**src/rtl/alu_rr_scheduler_if.sv**
```systemverilog
// ============================================================================
// Module   : alu_rr_scheduler_if
// Brief    : Requester, response and ALU-side signal bundle for alu_rr_scheduler
// Revision : 1.0
// ============================================================================
`default_nettype none

interface alu_rr_scheduler_if #(
    parameter int NUM_REQ = 4,
    parameter int ID_W    = 2
);
    logic [NUM_REQ-1:0]   req_valid;
    logic [NUM_REQ-1:0]   req_ready;
    logic [NUM_REQ*8-1:0] req_a;
    logic [NUM_REQ*8-1:0] req_b;
    logic [NUM_REQ*4-1:0] req_sel;
    logic [7:0]           alu_a;
    logic [7:0]           alu_b;
    logic [3:0]           alu_sel;
    logic [15:0]          alu_result;
    logic                 rsp_valid;
    logic                 rsp_ready;
    logic [ID_W-1:0]      rsp_id;
    logic [15:0]          rsp_data;
    logic                 rsp_err;
    logic                 busy;
    logic [15:0]          op_count;

    // Environment side: requesters, response consumer and the ALU itself
    modport master (
        output req_valid, req_a, req_b, req_sel, rsp_ready, alu_result,
        input  req_ready, alu_a, alu_b, alu_sel, rsp_valid, rsp_id,
               rsp_data, rsp_err, busy, op_count
    );

    modport slave (
        input  req_valid, req_a, req_b, req_sel, rsp_ready, alu_result,
        output req_ready, alu_a, alu_b, alu_sel, rsp_valid, rsp_id,
               rsp_data, rsp_err, busy, op_count
    );
endinterface

`default_nettype wire

```
**src/rtl/alu_rr_scheduler.sv**
```systemverilog
// ============================================================================
// Module   : alu_rr_scheduler
// Brief    : Round-robin sharing of one registered 8-bit ALU between requesters
// Revision : 1.0
// ============================================================================
`default_nettype none

module alu_rr_scheduler #(
    parameter int NUM_REQ = 4,
    parameter int ID_W    = 2
) (
    input  logic                clock,
    input  logic                reset,
    alu_rr_scheduler_if.slave   bus
);

    localparam logic [1:0] S_IDLE    = 2'd0;
    localparam logic [1:0] S_ISSUE   = 2'd1;
    localparam logic [1:0] S_CAPTURE = 2'd2;
    localparam logic [1:0] S_RESP    = 2'd3;

    localparam logic [ID_W:0]   C_NUM_REQ = (ID_W+1)'(NUM_REQ);
    localparam logic [ID_W-1:0] C_PTR_RST = ID_W'(NUM_REQ - 1);

    logic [1:0]         r_state;
    logic [1:0]         w_next_state;
    logic [ID_W-1:0]    r_ptr;
    logic [ID_W-1:0]    r_id;
    logic [7:0]         r_alu_a;
    logic [7:0]         r_alu_b;
    logic [3:0]         r_alu_sel;
    logic [15:0]        r_rsp_data;
    logic               r_rsp_err;
    logic [15:0]        r_op_count;

    logic               w_found;
    logic [ID_W-1:0]    w_win;
    logic [ID_W:0]      w_idx;
    logic               w_grant;
    logic               w_err;
    logic               w_rsp_fire;
    logic [NUM_REQ-1:0] w_req_ready;
    logic               w_rsp_valid;
    logic               w_busy;

    // Scan starts one past the last grant so every requester gets a turn
    always_comb begin
        w_found = 1'b0;
        w_win   = '0;
        w_idx   = '0;
        for (int k = 1; k <= NUM_REQ; k++) begin
            w_idx = {1'b0, r_ptr} + (ID_W+1)'(k);
            if (w_idx >= C_NUM_REQ) begin
                w_idx = w_idx - C_NUM_REQ;
            end
            if (!w_found && bus.req_valid[w_idx[ID_W-1:0]]) begin
                w_found = 1'b1;
                w_win   = w_idx[ID_W-1:0];
            end
        end
    end

    assign w_grant    = (r_state == S_IDLE) && w_found;
    assign w_rsp_fire = (r_state == S_RESP) && bus.rsp_ready;
    assign w_err      = ((r_alu_sel == 4'b0011) && (r_alu_b == 8'd0)) ||
                        (r_alu_sel == 4'b0110) || (r_alu_sel == 4'b0111);

    always_ff @(posedge clock or posedge reset) begin
        if (reset) begin
            r_state <= S_IDLE;
        end else begin
            r_state <= w_next_state;
        end
    end

    always_comb begin
        w_next_state = r_state;
        case (r_state)
            S_IDLE:    if (w_found) w_next_state = S_ISSUE;
            S_ISSUE:   w_next_state = S_CAPTURE;
            S_CAPTURE: w_next_state = S_RESP;
            S_RESP:    if (bus.rsp_ready) w_next_state = S_IDLE;
            default:   w_next_state = S_IDLE;
        endcase
    end

    // Grant is masked while reset is held so all outputs read zero then
    always_comb begin
        w_req_ready = '0;
        if ((r_state == S_IDLE) && w_found && !reset) begin
            w_req_ready[w_win] = 1'b1;
        end
        w_rsp_valid = (r_state == S_RESP);
        w_busy      = (r_state != S_IDLE);
    end

    always_ff @(posedge clock or posedge reset) begin
        if (reset) begin
            r_ptr      <= C_PTR_RST;
            r_id       <= '0;
            r_alu_a    <= '0;
            r_alu_b    <= '0;
            r_alu_sel  <= '0;
            r_rsp_data <= '0;
            r_rsp_err  <= 1'b0;
            r_op_count <= '0;
        end else begin
            if (w_grant) begin
                r_alu_a   <= bus.req_a[{w_win, 3'b000} +: 8];
                r_alu_b   <= bus.req_b[{w_win, 3'b000} +: 8];
                r_alu_sel <= bus.req_sel[{w_win, 2'b00} +: 4];
                r_id      <= w_win;
                r_ptr     <= w_win;
            end
            // The ALU still runs on error operands; only the reported data is masked
            if (r_state == S_CAPTURE) begin
                r_rsp_data <= w_err ? 16'h0000 : bus.alu_result;
                r_rsp_err  <= w_err;
            end
            if (w_rsp_fire) begin
                r_op_count <= r_op_count + 16'd1;
            end
        end
    end

    assign bus.req_ready = w_req_ready;
    assign bus.alu_a     = r_alu_a;
    assign bus.alu_b     = r_alu_b;
    assign bus.alu_sel   = r_alu_sel;
    assign bus.rsp_valid = w_rsp_valid;
    assign bus.rsp_id    = r_id;
    assign bus.rsp_data  = r_rsp_data;
    assign bus.rsp_err   = r_rsp_err;
    assign bus.busy      = w_busy;
    assign bus.op_count  = r_op_count;

endmodule

`default_nettype wire

```
**src/flat_wrapper.sv**
```systemverilog
// flat-port wrapper written by rule: the top's interface ports become plain ports
module alu_rr_scheduler_flat 
#(
    parameter int NUM_REQ = 4,
    parameter int ID_W    = 2
)
  (clock, reset, bus_req_valid, bus_req_a, bus_req_b, bus_req_sel, bus_rsp_ready, bus_alu_result, bus_req_ready, bus_alu_a, bus_alu_b, bus_alu_sel, bus_rsp_valid, bus_rsp_id, bus_rsp_data, bus_rsp_err, bus_busy, bus_op_count);
  alu_rr_scheduler_if #(.NUM_REQ(NUM_REQ), .ID_W(ID_W)) bus_i ();
  input  logic clock;
  input  logic reset;
  input wire logic [$bits(bus_i.req_valid)-1:0] bus_req_valid;
  input wire logic [$bits(bus_i.req_a)-1:0] bus_req_a;
  input wire logic [$bits(bus_i.req_b)-1:0] bus_req_b;
  input wire logic [$bits(bus_i.req_sel)-1:0] bus_req_sel;
  input wire logic [$bits(bus_i.rsp_ready)-1:0] bus_rsp_ready;
  input wire logic [$bits(bus_i.alu_result)-1:0] bus_alu_result;
  output wire logic [$bits(bus_i.req_ready)-1:0] bus_req_ready;
  output wire logic [$bits(bus_i.alu_a)-1:0] bus_alu_a;
  output wire logic [$bits(bus_i.alu_b)-1:0] bus_alu_b;
  output wire logic [$bits(bus_i.alu_sel)-1:0] bus_alu_sel;
  output wire logic [$bits(bus_i.rsp_valid)-1:0] bus_rsp_valid;
  output wire logic [$bits(bus_i.rsp_id)-1:0] bus_rsp_id;
  output wire logic [$bits(bus_i.rsp_data)-1:0] bus_rsp_data;
  output wire logic [$bits(bus_i.rsp_err)-1:0] bus_rsp_err;
  output wire logic [$bits(bus_i.busy)-1:0] bus_busy;
  output wire logic [$bits(bus_i.op_count)-1:0] bus_op_count;
  assign bus_i.req_valid = bus_req_valid;
  assign bus_i.req_a = bus_req_a;
  assign bus_i.req_b = bus_req_b;
  assign bus_i.req_sel = bus_req_sel;
  assign bus_i.rsp_ready = bus_rsp_ready;
  assign bus_i.alu_result = bus_alu_result;
  assign bus_req_ready = bus_i.req_ready;
  assign bus_alu_a = bus_i.alu_a;
  assign bus_alu_b = bus_i.alu_b;
  assign bus_alu_sel = bus_i.alu_sel;
  assign bus_rsp_valid = bus_i.rsp_valid;
  assign bus_rsp_id = bus_i.rsp_id;
  assign bus_rsp_data = bus_i.rsp_data;
  assign bus_rsp_err = bus_i.rsp_err;
  assign bus_busy = bus_i.busy;
  assign bus_op_count = bus_i.op_count;
  alu_rr_scheduler #(.NUM_REQ(NUM_REQ), .ID_W(ID_W)) u_core (.clock(clock), .reset(reset), .bus(bus_i));
endmodule
```
**config.mk**
```make
export PLATFORM = sky130hd
export DESIGN_NAME = alu_rr_scheduler_flat
export DESIGN_NICKNAME = d
export VERILOG_FILES = /design/src/rtl/alu_rr_scheduler_if.sv /design/src/rtl/alu_rr_scheduler.sv /design/src/flat_wrapper.sv
export SDC_FILE = /design/constraint.sdc
export NUM_CORES = 1
export LEC_CHECK = 0
export ABC_AREA = 1
export CAP_MARGIN = 5
export CORE_UTILIZATION = 39
export DETAILED_ROUTE_END_ITERATION = 8
export DONT_BUFFER_PORTS = 1
export MAX_ROUTING_LAYER = met4
export PLACE_DENSITY = 0.55
export SYNTH_ARGS = -nofsm -noshare
export SYNTH_HDL_FRONTEND = slang
export SYNTH_SLANG_ARGS = --single-unit
```
**constraint.sdc**
```tcl
create_clock -name clock -period 7.2 [get_ports clock]
set_input_delay 1.8 -clock clock [delete_from_list [all_inputs] [get_ports clock]]
set_output_delay 1.8 -clock clock [all_outputs]
set_load 0.01 [all_outputs]
```
After elaboration in Yosys (flattened, before gate mapping) --
Index checks and enable logic that the tools add are counted.
Word-level totals: register bits 59, bits of input ports 103
Operators by class: $add $sub $neg 9, order comparisons 10, eq/ne operators 8, shift operators 3, multiplexer cells 27, reductions and logical operators 18
Operators with widths (count):
- $shiftx 32x6->8 | 2
- $mux 2 | 10
- $add 16x1->16 const B | 1
- $mux 16 | 1
- $shiftx 16x5->4 | 1
- $lt 2x3->1 const B | 5
- $ge 3x3->1 const B | 4
- $mux 1 | 9
- $bmux 1 s2 | 4
- $eq 4x3->1 const B | 2
- $logic_and 1x1->1 | 8
- $logic_not 8->1 | 1
- $pmux 2 s4 | 1
- $sub 2x1->2 const B | 4
- $add 2x2->3 const B | 2
- $eq 2x2->1 const B | 2
- $eq 4x2->1 const B | 1
- $logic_not 1->1 | 4
- $mux 4 | 1
- $add 2x1->3 const B | 1
- $add 2x3->3 const B | 1
- $demux 1 s2 | 1
- $eq 2x1->1 const B | 1
- $ge 2x1->1 const B | 1
- other kinds (6) | 7

Logic depth before layout (Yosys ltp) --
depth in word-level cells 20, mapped depth 18, mapped depth without buffers 16

Worst setup path after synthesis --
No wires, ideal clock.
kind input to output, start in reset, end out bus_req_ready[0], arrival time 3687 ps, required time 5400 ps, slack 1713 ps, cell stages on the path 3, buffers on the path 0, cell sequence inv_1 nand2_1 nor3_1
On the way: longest elaborated chain between the ends 3
RTL lines:
- start: declaration | line flat_wrapper.sv:10 | input logic reset;
- $logic_not 1->1 (no line)
- $logic_and 1x1->1 | line alu_rr_scheduler.sv:90 | if ((r_state == S_IDLE) && w_found && !reset) begin
- $mux 4 | line alu_rr_scheduler.sv:90
- end: declaration | line flat_wrapper.sv:17 | output wire logic [$bits(bus_i.req_ready)-1:0] bus_req_ready;
Every way passes these cells.

Final worst setup path --
start in bus_req_valid[2], end out bus_req_ready[0]
On the way: longest elaborated chain between the ends 17, elaborated cells between the ends (all ways) 30
RTL lines:
- start: declaration | line flat_wrapper.sv:11 | input wire logic [$bits(bus_i.req_valid)-1:0] bus_req_valid;
- $bmux 1 s2 | line alu_rr_scheduler.sv:56 | if (!w_found && bus.req_valid[w_idx[ID_W-1:0]]) begin
- $mux 1 (not written as such) | line alu_rr_scheduler.sv:56
- $mux 1 | line alu_rr_scheduler.sv:56
- $logic_not 1->1 | line alu_rr_scheduler.sv:56
- $logic_and 1x1->1 | line alu_rr_scheduler.sv:56
- $mux 1 | line alu_rr_scheduler.sv:56
- $logic_not 1->1 | line alu_rr_scheduler.sv:56
- $logic_and 1x1->1 | line alu_rr_scheduler.sv:56
- $mux 1 | line alu_rr_scheduler.sv:56
- $logic_not 1->1 | line alu_rr_scheduler.sv:56
- $logic_and 1x1->1 | line alu_rr_scheduler.sv:56
- $mux 2 | line alu_rr_scheduler.sv:56
- $lt 2x3->1 (not written as such) / $ge 2x1->1 (equally long branches) | line alu_rr_scheduler.sv:91 | w_req_ready[w_win] = 1'b1;
- $logic_and 1x1->1 (not written as such) | line alu_rr_scheduler.sv:91
- $mux 1 (not written as such) | line alu_rr_scheduler.sv:91
- $demux 1 s2
- $mux 4 * | line alu_rr_scheduler.sv:90
Mark *: on every way between the ends. The rest lies on a longest branch, timed or not. The select of a mux whose other input is x is not followed.

==> impl_metrics.csv <==
group,metric,value,unit
pwr,combPwrFrac,0.572,
yosys,syn_area,3590,sq um
die,pin_count,164,
sta,setup_viol,0,
yosys,ys_types,31,
pwr,power_frac_seq,0.285,
critical_path,start_kind,"input port",
die,die-area,9600,sq um
sta,tightestPinTransition,0.935,ns
yosys,synth_most_common_cell,"nand2_1",
clocking,cts_tree,"yes",
finish,fillers,923,
pwr,power_density,596,nW/um^2
pwr,switching_share,0.532,
sta,finalSetupTns,0,ns
yosys,avgSynthCellArea,6.99,sq um
pwr,p_switching,1.20,mW
worst_hold_path,hold_class,"flip-flop to flip-flop",
global_routing,grt_use_total,0.198,
clocking,post_cts_buffers,0,
yosys,synth_area_leader_cell,"dfrtp_1",
clocking,cts_resized,0,
routing,drtIter0Drc,73,
sta,period_share,0.751,
yosys,synth_common_cells,"nand2_1, dfrtp_1, nand3_1, inv_1, o21ai_0",
pwr,p_int,1.06,mW
routing,drt-wirelength-per-cell,14.3,microns
yosys,yosysWarnings,0,
clocking,clk_latency,0.33,ns
critical_path,worstReg2RegEnd,"u_core.bus.alu_a[6]$_DFFE_PP0P_",
status,status,"finished, violations left",
finish,multi_input_area,1820,sq um
sta,hold_viol_final,0,
clocking,clock_path_buffers,2,
critical_path,crit_start,"bus_req_valid[2]",
global_routing,grt_pass1_vias,2972,
yosys,yosysTopAreaCellShare,0.397,
global_routing,grt_max_degree,60,
yosys,synth_area_leaders,"dfrtp_1, nand2_1, nand3_1",
routing,drtPass1Iterations,7,
die,fp.dieW,98.0,microns
global_routing,antenna_found_initial,0,
routing,totalWireLength,8.83,mm
finish,diodes,0,
yosys,synth_nets,622,
routing,drc_errors,13,
clocking,cts-htree-levels,3,
global_routing,grt_pass1_wl,14.6,mm
pwr,power_leakage,2.12,nW
clocking,holdBufCountCts,0,
die,row_count,34,
clocking,path_clk_slew,0.06,ns
yosys,synthArstFlopShare,1.00,
routing,ant_nets,0,
finish,nNetsFinal,613,
die,design.core.area,8810,sq um
placed_design,dp_hpwl,6.64,mm
critical_path,cp-end-kind,"output pin",
die,fp.dieH,98.0,microns
finish,utilization,0.432,
yosys,ys.flop_type,"dfrtp_1",
critical_path,path_max_fanout,24,
placed_design,place.gp.congestion,0.790,
critical_path,critical_path_class,"input port to output pin",
critical_path,reg2reg_depth,13,
clocking,clock-root-buffer,"clkbuf_8",
sta,rsz0062_at_grt,"no",
critical_path,arrival,3.60,ns
routing,vias,3107,
sta,max_freq,185,MHz
finish,syn2layout_area_growth,5.85,%
pwr,peakVddDrop,500,uV
job,cap_violations,0,
finish,regArea,1480,sq um
placed_design,io_buffers,0,
yosys,ys_seq_area_frac,0.412,
status,violations,"DRC",
sta,final.setup_skew,0.00907,ns
global_routing,grt_overflow_total,0,
routing,vias_per_cell,5.03,
clocking,cts.sinks,59,
sta,slew_headroom,0.373,
yosys,ys_seq_elements,59,
finish,drive_above_1_share,0.0804,
critical_path,reg2reg_from,"u_core.r_ptr[0]$_DFFE_PP1P_",
critical_path,r2r_slack,4.56,ns
critical_path,crit_required,5.40,ns
die,initial_utilization,0.408,
sta,finalCriticalPeriod,5.40,ns
yosys,synth-edff-count,0,
clocking,cts_buffers,9,
pwr,power_frac_clock,0.143,
yosys,syn_inst,514,
critical_path,crit_path_end,"bus_req_ready[0]",
sta,slew_viol_final,0,
==> state kept, by name, indices dropped and copies added (netlist names) <==
| signal | count |
|---|---|
| u_core.r_ptr | 2 |
| u_core.bus.rsp_data | 16 |
| u_core.bus.alu_sel | 4 |
| u_core.bus.alu_a | 8 |
| u_core.bus.rsp_id | 2 |
| u_core.bus.rsp_err | 1 |
| u_core.bus.op_count | 16 |
| u_core.r_state | 2 |
| u_core.bus.alu_b | 8 |
==> per-layer routing <==
layer,part of all wire,global-route usage,routed length (microns)
met5,0,-,0
met2,0.47,0.315,4190
met3,0.069,0.0551,608
met1,0.44,0.243,3910
met4,0.015,0.0653,129
==> power groups by stage <==
stage	Clock (mW)	Sequential, mW	Combinational (mW)
2_1_floorplan	0	0.603	1.21
3_3_place_gp	0	0.651	1.28
3_5_place_dp	0	0.654	1.31
4_1_cts	0.333	0.649	1.32
5_1_grt	0.351	0.660	1.52
6_report	0.324	0.645	1.30
==> worst min-delay path by stage <==
stage | endpoint | cells after the start | startpoint
final | u_core.bus.op_count[15]$_DFFE_PP0P_ | 1 | u_core.bus.op_count[15]$_DFFE_PP0P_
after CTS | u_core.bus.op_count[15]$_DFFE_PP0P_ | 1 | u_core.bus.op_count[15]$_DFFE_PP0P_
after detailed placement | u_core.bus.rsp_data[9]$_DFFE_PP0P_ | 2 | u_core.bus.rsp_data[9]$_DFFE_PP0P_
after global routing | u_core.bus.op_count[15]$_DFFE_PP0P_ | 1 | u_core.bus.op_count[15]$_DFFE_PP0P_
after global placement | u_core.bus.op_count[15]$_DFFE_PP0P_ | 1 | u_core.bus.op_count[15]$_DFFE_PP0P_
after floorplan | u_core.bus.op_count[15]$_DFFE_PP0P_ | 1 | u_core.bus.op_count[15]$_DFFE_PP0P_
==> final cells by class <==
cell class	count	share of cell area
Clock buffer	11	0.0346
Multi-Input combinational cell	397	0.479
Inverter	35	0.0352
Sequential cell	59	0.389
Clock inverter	5	0.0204
Tap cell	108	0.0355
Timing Repair Buffer	3	0.00592
==> cell usage in the layout, fill, tap and decap left out, types with 4 or more instances in the layout <==
| master | count |
|---|---|
| clkbuf_8 | 9 |
| ha_1 | 5 |
| nand2_4 | 4 |
| dfrtp_1 | 57 |
| xnor2_1 | 8 |
| nor2_1 | 13 |
| nand2_2 | 6 |
| nor3_1 | 5 |
| xor2_1 | 7 |
| nand3_1 | 50 |
| inv_1 | 29 |
| o21ai_0 | 19 |
| nand2_1 | 265 |
| inv_2 | 5 |
==> worst max-delay path: stages <==
cell and delay, ns:
nand2_1 0.03, nand2_1 0.12, nand2_1 0.07, nand2_1 0.11
inv_2 0.06, nand3_4 0.18, nand2_1 0.10, inv_1 0.51
nand2_1 0.23, nor3_1 0.39
==> logic make-up after synthesis <==
group / after synthesis / synth area share
adder cells (fa/ha/maj): 5 / 0.0174
buffers and inverters: 58 / 0.0808
AND/OR/NAND/NOR: 351 / 0.413
AO/OA/AOI/OAI: 26 / 0.0401
XOR/XNOR: 15 / 0.0366
flip-flops: 59 / 0.412
==> metrics by stage <==
stage	cell area (sq um)	setup WS, ns	total power [mW]	hold WS, ns	std cells
6_report	3800	1.80	2.26	0.548	618
5_1_grt	3800	1.54	2.53	0.575	618
4_1_cts	3800	1.75	2.30	0.553	618
3_5_place_dp	3590	1.76	1.96	0.542	602
3_3_place_gp	3590	1.80	1.93	0.524	602
2_1_floorplan	3590	1.71	1.81	0.507	514
No activity file was read; power rests on OpenSTA's default activity.
